`src/rtl/rr_arbiter_pkg.sv`:
```
// Shared definitions for the round-robin arbiter slice.
// Optional feature macro: RR_ARB_TIMEOUT_EN (bounded tenure). Default build leaves it undefined:
// `define RR_ARB_TIMEOUT_EN
package rr_arbiter_pkg;

   // Default arbiter sizing
   localparam int unsigned RR_N_DEFAULT        = 4;
   localparam int unsigned RR_HOLD_MAX_DEFAULT = 8;

   // Arbiter occupancy; derived from the grant register, never stored separately
   typedef enum logic {
      ARB_IDLE  = 1'b0,
      ARB_OWNED = 1'b1
   } arb_state_e;

endpackage

```
`src/rtl/rr_priority_pick.sv`:
```
// Combinational rotating priority encoder: first set bit of cand scanning ptr, ptr+1 .. N-1, 0 .. ptr-1.
module rr_priority_pick import rr_arbiter_pkg::*; #(
   parameter  int unsigned N    = RR_N_DEFAULT,
   localparam int unsigned IDXW = $clog2(N)
) (
   input  logic [N-1:0]    cand,
   input  logic [IDXW-1:0] ptr,
   output logic [N-1:0]    onehot,
   output logic [IDXW-1:0] idx,
   output logic            any
);

   // Scan from the pointer with wrap-around; the first hit wins
   always_comb begin
      int unsigned     j;
      logic [IDXW-1:0] j_idx;
      onehot = '0;
      idx    = '0;
      any    = 1'b0;
      for (int unsigned k = 0; k < N; k++) begin
         j     = (32'(ptr) + k) % N;
         j_idx = IDXW'(j);
         if (!any && cand[j_idx]) begin
            any           = 1'b1;
            idx           = j_idx;
            onehot[j_idx] = 1'b1;
         end
      end
   end

endmodule

```
`src/rtl/rr_arbiter.sv`:
```
// Round-robin arbiter: registered one-hot grant, rotating priority pointer, owner keeps the grant
// while its request stays high. Optional bounded tenure under macro RR_ARB_TIMEOUT_EN.
module rr_arbiter import rr_arbiter_pkg::*; #(
   parameter  int unsigned N        = RR_N_DEFAULT,
   parameter  int unsigned HOLD_MAX = RR_HOLD_MAX_DEFAULT,
   localparam int unsigned IDXW     = $clog2(N)
) (
   input  logic            clk,
   input  logic            reset,
   input  logic            en,
   input  logic [N-1:0]    req,
   output logic [N-1:0]    grant,
   output logic [IDXW-1:0] grant_idx,
   output logic            busy
);

   logic [N-1:0]    grant_q, grant_d;
   logic [IDXW-1:0] ptr_q, ptr_d;
   logic [N-1:0]    cand;
   logic [N-1:0]    pick_onehot;
   logic [IDXW-1:0] pick_idx;
   logic            pick_any;
   logic            owner_req;
   logic            others_req;
   logic            preempt;
   logic            keep;
   arb_state_e      state;

`ifdef RR_ARB_TIMEOUT_EN
   localparam int unsigned HW = (HOLD_MAX > 1) ? $clog2(HOLD_MAX) : 1;
   logic [HW-1:0] hold_q, hold_d;
   logic          at_limit;
`else
   logic cfg_unused;
   assign cfg_unused = ^HOLD_MAX;
`endif

   // Occupancy and request summary relative to the current owner
   always_comb begin
      state      = (|grant_q) ? ARB_OWNED : ARB_IDLE;
      owner_req  = |(req & grant_q);
      others_req = |(req & ~grant_q);
   end

`ifdef RR_ARB_TIMEOUT_EN
   // Tenure limit: preempt only when someone else is actually waiting
   always_comb begin
      at_limit = (state == ARB_OWNED) && (hold_q == HW'(HOLD_MAX - 1));
      preempt  = at_limit && others_req;
   end
`else
   // Unbounded tenure
   always_comb begin
      preempt = 1'b0;
   end
`endif

   // Candidate set: the owner is excluded when it is being preempted
   always_comb begin
      keep = (state == ARB_OWNED) && owner_req && !preempt;
      cand = preempt ? (req & ~grant_q) : req;
   end

   rr_priority_pick #(.N(N)) u_pick (
      .cand   (cand),
      .ptr    (ptr_q),
      .onehot (pick_onehot),
      .idx    (pick_idx),
      .any    (pick_any)
   );

   // Keep/pick mux: next grant, pointer and tenure counter
   always_comb begin
      grant_d = grant_q;
      ptr_d   = ptr_q;
`ifdef RR_ARB_TIMEOUT_EN
      hold_d  = hold_q;
`endif
      if (keep) begin
`ifdef RR_ARB_TIMEOUT_EN
         // Sole requester at the limit keeps the grant and starts a fresh window
         if (at_limit) begin
            hold_d = '0;
         end else if (hold_q != '1) begin
            hold_d = hold_q + 1'b1;
         end
`endif
      end else if (pick_any) begin
         grant_d = pick_onehot;
         ptr_d   = (pick_idx == IDXW'(N - 1)) ? '0 : pick_idx + 1'b1;
`ifdef RR_ARB_TIMEOUT_EN
         hold_d  = '0;
`endif
      end else begin
         grant_d = '0;
      end
   end

   // State registers; reset overrides en, en=0 freezes everything
   always_ff @(posedge clk) begin
      if (reset) begin
         grant_q <= '0;
         ptr_q   <= '0;
`ifdef RR_ARB_TIMEOUT_EN
         hold_q  <= '0;
`endif
      end else if (en) begin
         grant_q <= grant_d;
         ptr_q   <= ptr_d;
`ifdef RR_ARB_TIMEOUT_EN
         hold_q  <= hold_d;
`endif
      end
   end

   // Outputs decoded straight from the grant register
   always_comb begin
      grant     = grant_q;
      busy      = |grant_q;
      grant_idx = '0;
      for (int unsigned i = 0; i < N; i++) begin
         if (grant_q[i]) begin
            grant_idx = grant_idx | IDXW'(i);
         end
      end
   end

endmodule

```
`config.mk`:
```
export PLATFORM = sky130hd
export DESIGN_NAME = rr_arbiter
export DESIGN_NICKNAME = d
export VERILOG_FILES = /design/src/rtl/rr_arbiter_pkg.sv /design/src/rtl/rr_priority_pick.sv /design/src/rtl/rr_arbiter.sv
export SDC_FILE = /design/constraint.sdc
export NUM_CORES = 1
export LEC_CHECK = 0
export ABC_CLOCK_PERIOD_IN_PS = 7900
export CAP_MARGIN = 25
export CORE_MARGIN = 2
export CORE_UTILIZATION = 55
export DETAILED_ROUTE_END_ITERATION = 16
export PLACE_DENSITY = 0.83
export SLEW_MARGIN = 10
export SYNTH_ARGS = -nofsm -noshare
export SYNTH_HDL_FRONTEND = slang
export SYNTH_SLANG_ARGS = --single-unit
```
`constraint.sdc`:
```
create_clock -name clk -period 7.9 [get_ports clk]
set_clock_uncertainty 0.05 [all_clocks]
set_input_delay 1.975 -clock clk [delete_from_list [all_inputs] [get_ports clk]]
set_output_delay 1.975 -clock clk [all_outputs]
set_load 0.05 [all_outputs]
```
### Yosys cells after proc, flatten, opt, wreduce, memory -nomap -nowiden

Cells that the tools add are included.

* register bits: 6
* input port bits: 7
* output and inout bits: 7
* logic and storage cells: 69

* add/sub/neg operators: 4
* $lt $le $gt $ge: 8
* equality and inequality tests: 1
* muxes and demuxes: 34
* bitwise gates (word level): 5
* reductions and logical operators: 15

Operators by type and width (number)
* 2-to-1 mux 4 bit: 5
* 2-to-1 mux 1 bit: 14
* 2-to-1 mux 2 bit: 7
* < comparator 2 x 3 -> 1 bit, second input constant: 4
* bitwise OR 4 bit: 3
* binary-select mux 1 bit (select 2 bit): 4
* demux 1 bit (select 2 bit): 4
* >= comparator 2 x 1 -> 1 bit, second input constant: 4
* logical AND 1 bit: 8
* OR reduction 4 bit: 2
* adder 2 x 1 -> 2 bit, second input constant: 2
* adder 2 bit, second input constant: 2
* AND 4 bit: 1
* zero test 1 bit: 3
* AND reduction 3 bit: 1
* equality test 2 bit, second input constant: 1
* AND reduction 2 bit: 1
* NOT 1 bit: 1

### Depth between registers and ports, before layout

Gate-level depths: netlist of the first run.

* depth in word-level cells: 14
* mapped depth: 9
* gate-level depth less buffers: 7

### Modules after synthesis

From an unflattened synthesis of the first run, not the netlist that was laid out.

* cell total of the unflattened synthesis: 77
* area, all modules: 753.2 um^2

By module, submodules not included
* rr_priority_pick: instances 1, cells each 45, area an instance 421.7 um^2, sequential area each 0.0 um^2
* rr_arbiter: instances 1, cells each 32, area an instance 331.6 um^2, sequential area each 120.1 um^2

### Worst setup path before layout of the first run

No wires, ideal clock.

* kind: register to output
* start point: reg grant_q[1] (netlist: grant[1])
* end point: out busy
* arrival: 1.537 ns
* required time: 5.875 ns
* setup slack: 4.338 ns
* stages on the path, launching flop included: 3
* cells stage by stage: dfxtp_1 > or2_2 > or3_1

* word-level cells in the longest chain between the ends: 1

RTL lines
* start, declared: RTL line rr_arbiter.sv:17 `logic [N-1:0] grant_q, grant_d;`
* start signal, assigned: RTL line rr_arbiter.sv:108 `grant_q <= grant_d;`
* OR reduction 4 bit: RTL line rr_arbiter.sv:119 `busy = |grant_q;`
* end, declared: RTL line rr_arbiter.sv:14 `output logic busy`

No other way between the ends.

### Worst setup path after layout of the first run

* start point: in req[1]
* end point: reg grant_q[3] (netlist: grant[3])

* word-level cells in the longest chain between the ends: 13
* elaborated cells on any way between the ends: 31

RTL lines
* start, declared: RTL line rr_arbiter.sv:11 `input logic [N-1:0] req,`
* binary-select mux 1 bit (select 2 bit): RTL line rr_priority_pick.sv:23 `if (!any && cand[j_idx]) begin`
* 2-to-1 mux 1 bit (not written as such): RTL line rr_priority_pick.sv:23
* 2-to-1 mux 1 bit: RTL line rr_priority_pick.sv:23
* zero test 1 bit: RTL line rr_priority_pick.sv:23
* logical AND 1 bit: RTL line rr_priority_pick.sv:23
* 2-to-1 mux 1 bit: RTL line rr_priority_pick.sv:23
* zero test 1 bit: RTL line rr_priority_pick.sv:23
* logical AND 1 bit: RTL line rr_priority_pick.sv:23
* 2-to-1 mux 1 bit: RTL line rr_priority_pick.sv:23
* zero test 1 bit: RTL line rr_priority_pick.sv:23
* logical AND 1 bit: RTL line rr_priority_pick.sv:23
* 2-to-1 mux 4 bit / 2-to-1 mux 1 bit (equally long branches): RTL line rr_priority_pick.sv:23
* 2-to-1 mux 4 bit: RTL line rr_arbiter.sv:88 `end else if (pick_any) begin`

Several ways; a longest one is shown, not always the timed one. The select of a mux whose other input is x is not followed.
A chain may end at the register's enable or synchronous reset.

==> results.md, run 1 <==
* Status: finished clean
* Period minus WS final at 3988 ps
* Placed insts at 115
* Initial DRC count at 21
* Largest family of logic cells by synthesized area: compound AO/OA/AOI/OAI gates
* Compound-gate portion of the synthesized area at 23.34%
* Worst-Margin Slew at 629.7 ps
* Clk slew on worst S/H paths at 40 ps
* Crit-path max cell delay at 640 ps
* Fmax at 0.2507 GHz
* Buf/Inv on CP at 1
* VDD IR-drop max at 0.0001856 V
* Worst R2R Start: ptr_q[0]
* Hold buffers post-CTS at 0
* Worst Path Class, Setup: in2reg
* PD cells at 265.3 nW/µm²
* Final Cycle Share at 50.49%
* Drt total wl at 1987 µm
* Largest net degree at the start of global routing at 17
* Clk sink count at 6
* Most frequent cells in the layout: clkdlybuf4s50_1, nor2_1, ha_1
* Post-synth top area share at 14.84%
* Multiplexer share of the synthesized area at 18.70%
* Drt wl/cell at 16.84 µm
* N_diodes at 0
* Delay-heaviest family, CP: buffers and inverters
* Antenna-violating nets left at 0
* CTS tree: yes
* Core area at 1334 µm²
* DRC at 0
* Synth Area in XOR/XNOR at 0%
* Drt first pass iters at 4
* CTS resizes at 0
* Worst endpoint required time at 7970 ps
* CP max-delay cell: clkdlybuf4s50_1
* Post-synthesis average cell area at 8.612 µm²
* CP startpoint kind: input port
* Ranking of synthesized cells by area: dfxtp_1, ha_1, mux4_2, mux2i_1, buf_6
* Cell Rows at 13
* Layout cells sized above 1 at 11.65%
* Synth Area in Simple Gates at 23.34%
* Number of max-cap violations at 0
* # IOs at 14
* Sequential area share after synthesis at 14.84%
* Synthesis Warnings at 0
* Leak at 0.3461 nW
* Hold path start: grant[0]
* Post-DP HPWL at 1445 µm
* Post-Synth Adder-Cell Area at 10.82%
* Clock buffer depth at 2
* Number of CTS-inserted buffers at 3
* First-pass GRT wire length at 3236 µm
* Area leader, netlist: dfxtp_1
* Finished Layout Cells at 118
* Worst Path Max Fanout at 14
* Initial Utilization at 60.69%
* H-Tree Depth at 1
* Global route total overflow at 0
* Area grow syn2layout at 14.07%
* Worst setup EP type: flop
* Vias at 801
* Final Hold Fails at 0
* Gpl congestion at 0.8448
* Synth unique cells at 39
* # setup viols final at 0
* FF+latch count, synth at 6
* RSZ-0062 raised after global routing: no
* Endpoint arrival time on the critical path at 4060 ps
* Mapped Cells at 94
* Syn nets at 108
* Overall Global Routing Usage at 22.55%
* HP Class: reg2reg
* Die height at 42.37 µm
* Synthesized area at 809.5 µm²
* Multi-input gate area at 616.8 µm²
* Worst-Skew Late Latency at 250 ps
* CTS root buf: clkbuf_4
* Nets at 119
* CP cell instances: clkdlybuf4s50_1 > mux4_2 > nor2b_4 > a221oi_1 > nor3_1 > a311o_1
* Port bufs at 13
* Number of global-route vias before repair at 795
* Commonest non-fill, non-tap cell in the layout: clkdlybuf4s50_1
* DIE WIDTH at 42.37 µm
* Initial antenna violation count at 0
* Setup crit start: req[1]
* Via density at 6.788
* Post-CTS Setup Repair Bufs at 0
* Commonest register cell after synthesis: dfxtp_1
* Fill cell count at 116
* Max-slew headroom at 57.96%
* EDFF count, synth at 0
* TNS Setup at 0 ps
* FFs w/ async S/R, synth at 0%
* Pins Over Slew Limit at 0
* Die area at 1795 µm²
* Register area at 120.1 µm²
## power breakdown
| group | switching (mW) | internal, mW |
|---|---|---|
| combinational | 0.0969 | 0.0689 |
| sequential | 0.0136 | 0.0369 |
| clock | 0.0115 | 0.0172 |
## cell usage after synthesis (2+ instances only)
| cell type | number |
|---|---|
| buf_6 | 4 |
| or2_2 | 2 |
| ha_1 | 7 |
| clkbuf_1 | 2 |
| a21oi_1 | 4 |
| inv_1 | 4 |
| nor3_1 | 5 |
| nor2_1 | 9 |
| nand2_1 | 4 |
| mux4_2 | 3 |
| mux2_2 | 3 |
| a221oi_1 | 4 |
| and2_1 | 4 |
| a311o_1 | 4 |
| a31oi_1 | 2 |
| mux2i_1 | 5 |
| dfxtp_1 | 6 |
## state kept, by name, indices dropped and copies added, names as in the netlist
register	cells
grant	4
ptr_q	2
## metrics by stage
| step | total power [mW] | setup slack [ps] | area (µm²) | utilization (%) | hold WS, ps |
|---|---|---|---|---|---|
| 3_5_place_dp | 0.2143 | 3686 | 900.9 | 67.54 | 592.9 |
| 6_report | 0.2450 | 3912 | 923.4 | 69.23 | 609.0 |
| 2_1_floorplan | 0.1779 | 4338 | 809.5 | - | 651.9 |
| 5_1_grt | 0.2607 | 3850 | 923.4 | 69.23 | 652.6 |
| 3_3_place_gp | 0.2114 | 3722 | 900.9 | 67.54 | 586.5 |
| 4_1_cts | 0.2440 | 3931 | 923.4 | 69.23 | 610.4 |
## layer usage
layer	GRT usage, %	vias up	wire [µm]
met3	4.741	4	162
li1	-	384	-
met5	0	-	0
met4	10.63	0	21
met1	27.60	373	877
met2	37.23	40	925
## worst register-to-register path: stages, from the launching register on
cell and delay (ps):
dfxtp_1 720, inv_1 270, ha_1 560, mux4_2 630, a221oi_1 360, nor3_1 100, a311o_1 330
## final timing paths
| check | endpoint | slack (ps) | cells past startpoint |
|---|---|---|---|
| worst max register to register | grant[3] | 4760 | 6 |
| worst max-delay path | grant[3] | 3910 | 6 |
| worst min-delay path | grant[0] | 610 | 2 |
| worst min register to register | grant[0] | 610 | 2 |
## kinds of logic (layout without fill, tap and decap cells)
kind of cell,count (synthesis),after routing
AOI/OAI and AO/OA,25,25
adders and majority gates,7,7
buffers and inverters,11,20
DFF,6,6
muxes,11,11
and+or+nand+nor,34,34
## layout make-up
class	count	share of cell area (%)
Multi-Input combinational cell	77	66.80
Timing Repair Buffer	13	14.09
Sequential cell	6	13.01
Clock buffer	3	2.439
Tap cell	15	2.033
Inverter	4	1.626
No activity file was read; power rests on OpenSTA's default activity.
==> inputs of run 2 (changes only) <==
--- a/config.mk
+++ b/config.mk
@@ -5,12 +5,12 @@
 export SDC_FILE = /design/constraint.sdc
 export NUM_CORES = 1
 export LEC_CHECK = 0
-export ABC_CLOCK_PERIOD_IN_PS = 7900
+export ABC_CLOCK_PERIOD_IN_PS = 4010
 export CAP_MARGIN = 25
 export CORE_MARGIN = 2
-export CORE_UTILIZATION = 55
+export CORE_UTILIZATION = 51
 export DETAILED_ROUTE_END_ITERATION = 16
-export PLACE_DENSITY = 0.83
+export PLACE_DENSITY = 0.77
 export SLEW_MARGIN = 10
 export SYNTH_ARGS = -nofsm -noshare
 export SYNTH_HDL_FRONTEND = slang
==> constraint.sdc (replaced) <==
create_clock -name clk -period 4.01 [get_ports clk]
set_clock_uncertainty 0.05 [all_clocks]
set_input_delay 1.0025 -clock clk [delete_from_list [all_inputs] [get_ports clk]]
set_output_delay 1.0025 -clock clk [all_outputs]
set_load 0.05 [all_outputs]
==> results.md, run 2 (same netlist as run 1, synthesis figures left out) <==
* Status: finished clean
* RSZ-0062 raised after global routing: no
* Max layer used: met3
* Hold Path Depth at 2
* Worst-Skew Late Latency at 250 ps
* Number of CTS-inserted buffers at 3
* TNS Setup at 0 ps
* Int Power at 0.2420 mW
* Nets at 119
* Largest net degree at the start of global routing at 17
* Antenna-violating nets left at 0
* Drt wl/cell at 16.24 µm
* Final Hold Fails at 0
* CTS tree: yes
* Fill cell count at 124
* Hold_ws at 596.4 ps
* Number of max-cap violations at 0
* Clock power share at 12.1%
* Drt first pass iters at 4
* Setup crit start: ptr_q[0]
* Crit-path max cell delay at 730 ps
* Initial Utilization at 54.37%
* Pre-CTS setup slack at 764.4 ps
* Psw at 0.2399 mW
* Layout cells sized above 1 at 11.65%
* Port bufs at 13
* Worst endpoint required time at 4090 ps
* Final Cycle Share at 77.78%
* Area grow syn2layout at 14.22%
* First-pass GRT wire length at 3194 µm
* Endpoint arrival time on the critical path at 3190 ps
* Period minus WS final at 3119 ps
* R2R cell count at 6
* Worst setup EP type: flop
* Clock buffer depth at 2
* CTS root buf: clkbuf_4
* Buf/Inv on CP at 1
* Clk sink count at 6
* Initial antenna violation count at 0
* Hold buffers post-CTS at 0
* CP max-delay cell: dfxtp_1
* Layout Utilization at 62.10%
* Gpl congestion at 0.8850
* Post-DP HPWL at 1397 µm
* Pins Over Slew Limit at 0
* Commonest non-fill, non-tap cell in the layout: clkdlybuf4s50_1
* Die height at 43.84 µm
* Max-slew headroom at 56.81%
* Number of global-route vias before repair at 684
* Met3 wire len at 98 µm
* Crit path depth at 6
* HP Class: reg2reg
* CTS resizes at 0
* Final setup margin at 891.0 ps
* Sequential power share at 20.8%
* Global route total overflow at 0
* Met2 routed WL at 928 µm
* Most frequent cells in the layout: clkdlybuf4s50_1, nor2_1, ha_1
* DIE WIDTH at 43.84 µm
* Drt total wl at 1932 µm
* Logic pwr share at 67.2%
* # setup viols final at 0
* DRC at 0
* Worst R2R Start: ptr_q[0]
* Hold path start: grant[0]
* Initial DRC count at 32
* Switch share at 49.78%
* H-Tree Depth at 1
* Post-CTS Setup Repair Bufs at 0
* # IOs at 14
* N_diodes at 0
* Worst-Margin Slew at 647.0 ps
* Delay-heaviest family, CP: flip-flops
* Cell Rows at 14
* Leak at 0.3461 nW
* CP cell instances: inv_1 > ha_1 > mux4_2 > a221oi_1 > nor3_1 > a311o_1
* PD cells at 521.2 nW/µm²
* VDD IR-drop max at 0.0002623 V
* Overall Global Routing Usage at 22.34%
* Core area at 1489 µm²
* Clk slew on worst S/H paths at 50 ps
* Via density at 6.706
* Worst Path Class, Setup: reg2reg
* Fmax at 0.3206 GHz
* CP startpoint kind: flop
* Met1 WL at 905 µm
* Die area at 1922 µm²
* Vias at 798
* Worst Path Max Fanout at 16
* Max reg flops at 4
==> run 2: per-layer routing <==
metal  up-vias  global-route usage [%]
met5         -                       0
met3         0                   6.667
li1        382                       -
met4         0                   4.242
met1       387                   32.82
met2        29                   32.35
==> run 2: path summary, 6_finish.rpt <==
check                                end  slack, ps
worst min register to register  grant[0]        600
worst min-delay path            grant[0]        600
worst max-delay path            grant[0]        890
worst max register to register  grant[0]        890
==> run 2: metrics by stage <==
| stage | instance area [µm²] | std cells | power [mW] |
|---|---|---|---|
| 6_report | 924.6 | 119 | 0.4819 |
| 5_1_grt | 924.6 | 119 | 0.5145 |
| 4_1_cts | 924.6 | 119 | 0.4795 |
| 3_5_place_dp | 902.1 | 116 | 0.4208 |
| 3_3_place_gp | 902.1 | 116 | 0.4165 |
| 2_1_floorplan | 809.5 | 94 | 0.3504 |
==> run 2: cell type report <==
class                           count  area [µm²]  share of cell area, %
Multi-Input combinational cell     77       616.8                  66.71
Clock buffer                        3       22.52                  2.436
Inverter                            4       15.01                  1.624
Tap cell                           16       20.02                  2.165
Sequential cell                     6       120.1                  12.99
Timing Repair Buffer               13       130.1                  14.07
==> run 2: worst register-to-register path, stage by stage (launching register included) <==
cell and delay [ps]:
dfxtp_1 730, inv_1 300, ha_1 520, mux4_2 620
a221oi_1 350, nor3_1 90, a311o_1 330
==> run 2: power groups by stage <==
stage / Combinational (mW) / Sequential (mW) / Clock (mW)
after detailed placement: 0.319 / 0.102 / 0
final: 0.324 / 0.100 / 0.0581
after floorplan: 0.236 / 0.115 / 0
after global placement: 0.316 / 0.101 / 0
after global routing: 0.347 / 0.104 / 0.0634
after CTS: 0.321 / 0.100 / 0.0586
==> inputs of run 3 (changes only) <==
--- a/config.mk
+++ b/config.mk
@@ -5,12 +5,13 @@
 export SDC_FILE = /design/constraint.sdc
 export NUM_CORES = 1
 export LEC_CHECK = 0
-export ABC_CLOCK_PERIOD_IN_PS = 4010
+export ABC_CLOCK_PERIOD_IN_PS = 2800
 export CAP_MARGIN = 25
+export CORE_ASPECT_RATIO = 1.25
 export CORE_MARGIN = 2
-export CORE_UTILIZATION = 51
+export CORE_UTILIZATION = 46
 export DETAILED_ROUTE_END_ITERATION = 16
-export PLACE_DENSITY = 0.77
+export PLACE_DENSITY = 0.74
 export SLEW_MARGIN = 10
 export SYNTH_ARGS = -nofsm -noshare
 export SYNTH_HDL_FRONTEND = slang
==> constraint.sdc (replaced) <==
create_clock -name clk -period 2.8 [get_ports clk]
set_clock_uncertainty 0.05 [all_clocks]
set_input_delay 0.7 -clock clk [delete_from_list [all_inputs] [get_ports clk]]
set_output_delay 0.7 -clock clk [all_outputs]
set_load 0.05 [all_outputs]
==> results.md, run 3 (same netlist as run 1, synthesis figures left out) <==
* Number of CTS-inserted buffers at 3
* Fmax at 0.3794 GHz
* TNS Setup at 0 ps
* HP Class: reg2reg
* Port bufs at 13
* Hold buffers post-CTS at 0
* FF-to-FF setup slack at 520 ps
* Hold EP: ptr_q[0]
* DIE WIDTH at 41.52 µm
* Initial DRC count at 13
* Max-slew headroom at 66.27%
* Worst-Margin Slew at 504.3 ps
* Pins Over Slew Limit at 0
* Post-CTS Setup Repair Bufs at 0
* Initial antenna violation count at 0
* CTS root buf: clkbuf_4
* Core area at 1602 µm²
* Die area at 2113 µm²
* Area grow syn2layout at 24.73%
* Status: finished clean
* First-pass GRT wire length at 3491 µm
* Fill cell count at 153
* Worst Path Class, Setup: reg2out
* R2R Path End: grant[3]
* Clock buffer depth at 2
* Final Cycle Share at 94.13%
* Drt total wl at 2059 µm
* Drt wl/cell at 15.60 µm
* # setup viols final at 0
* Cell Rows at 16
* Post-DP HPWL at 1647 µm
* Largest net degree at the start of global routing at 16
* # IOs at 14
* PD cells at 719.2 nW/µm²
* Vias at 823
* Via density at 6.235
* Hold Path Depth at 2
* Clk slew on worst S/H paths at 50 ps
* Number of global-route vias before repair at 793
* Initial Utilization at 50.55%
* Most frequent cells in the layout: clkdlybuf4s50_1, buf_4, nor2_1
* Multi-input gate area at 616.8 µm²
* Worst endpoint required time at 2050 ps
* Endpoint arrival time on the critical path at 1890 ps
* Commonest non-fill, non-tap cell in the layout: clkdlybuf4s50_1
* Number of max-cap violations at 0
* Leak at 0.3997 nW
* Overall Global Routing Usage at 21.45%
* CTS tree: yes
* Register area at 120.1 µm²
* Antenna-violating nets left at 0
* Layout cells sized above 1 at 20.18%
* Die height at 50.90 µm
* Worst Path Max Fanout at 4
* RSZ-0062 raised after global routing: no
* Period minus WS final at 2636 ps
* Hold path start: ptr_q[0]
* Gpl congestion at 0.8964
* Worst R2R Start: ptr_q[0]
* Nets at 130
* Worst setup EP type: output port
* Global route total overflow at 0
* Max reg flops at 4
* R2R cell count at 6
* Worst-Skew Late Latency at 250 ps
* Hold_ws at 560.3 ps
* VDD IR-drop max at 0.0004673 V
* Drt first pass iters at 4
* N_diodes at 0
* CP startpoint kind: flop
* CTS resizes at 0
* Clk sink count at 6
* DRC at 0
* Final Hold Fails at 0
* H-Tree Depth at 1
-- run 3: changes by cell type in the layout (fill, tap and decap cells not counted) --
| cell | previous run | this run |
|---|---|---|
| buf_4 | 0 | 11 |
-- run 3: critical path, stage by stage, from the launching register on --
cell	delay (ps)
dfxtp_1	330
or2_2	300
or3_1	300
clkdlybuf4s50_1	710
-- run 3: cell type report --
cell class	count	area share (%)
Sequential cell	6	11.90
Clock buffer	3	2.230
Inverter	4	1.487
Tap cell	18	2.230
Multi-Input combinational cell	77	61.09
Timing Repair Buffer	24	21.07
-- run 3: worst max-delay path by stage --
stage / slack [ps] / startpoint / to / depth (start not counted)
floorplan: 180 / ptr_q[0] / grant[0] / 8
global placement: 70 / req[3] / ptr_q[1] / 6
detailed placement: 70 / req[0] / grant[3] / 6
CTS: 160 / grant[1] / busy / 3
global route: 90 / grant[1] / busy / 3
finish: 160 / grant[1] / busy / 3
-- run 3: metrics by stage --
step	std cells	utilization (%)	setup WS (ps)	power, mW	instance area [µm²]
floorplan	94	-	182.9	0.5019	809.5
global placement	129	61.64	73.71	0.6339	987.2
detailed placement	129	61.64	66.45	0.6461	987.2
CTS	132	63.05	155.4	0.7291	1010
global route	132	63.05	93.75	0.7782	1010
finish	132	63.05	164.4	0.7262	1010
-- run 3: layer usage --
| layer | vias to the layer above | share of wire [%] | global-route usage, % |
|---|---|---|---|
| met2 | 22 | 53 | 39.32 |
| li1 | 402 | - | - |
| met3 | 2 | 3.8 | 6.007 |
| met1 | 397 | 42 | 23.28 |
| met5 | - | 0 | 0 |
| met4 | 0 | 1.1 | 7.527 |
-- run 3: where the power goes --
group | switching [mW] | internal [mW]
registers | 0.0185 | 0.104
logic | 0.299 | 0.224
clock network | 0.0312 | 0.0485
total | 0.349 | 0.377
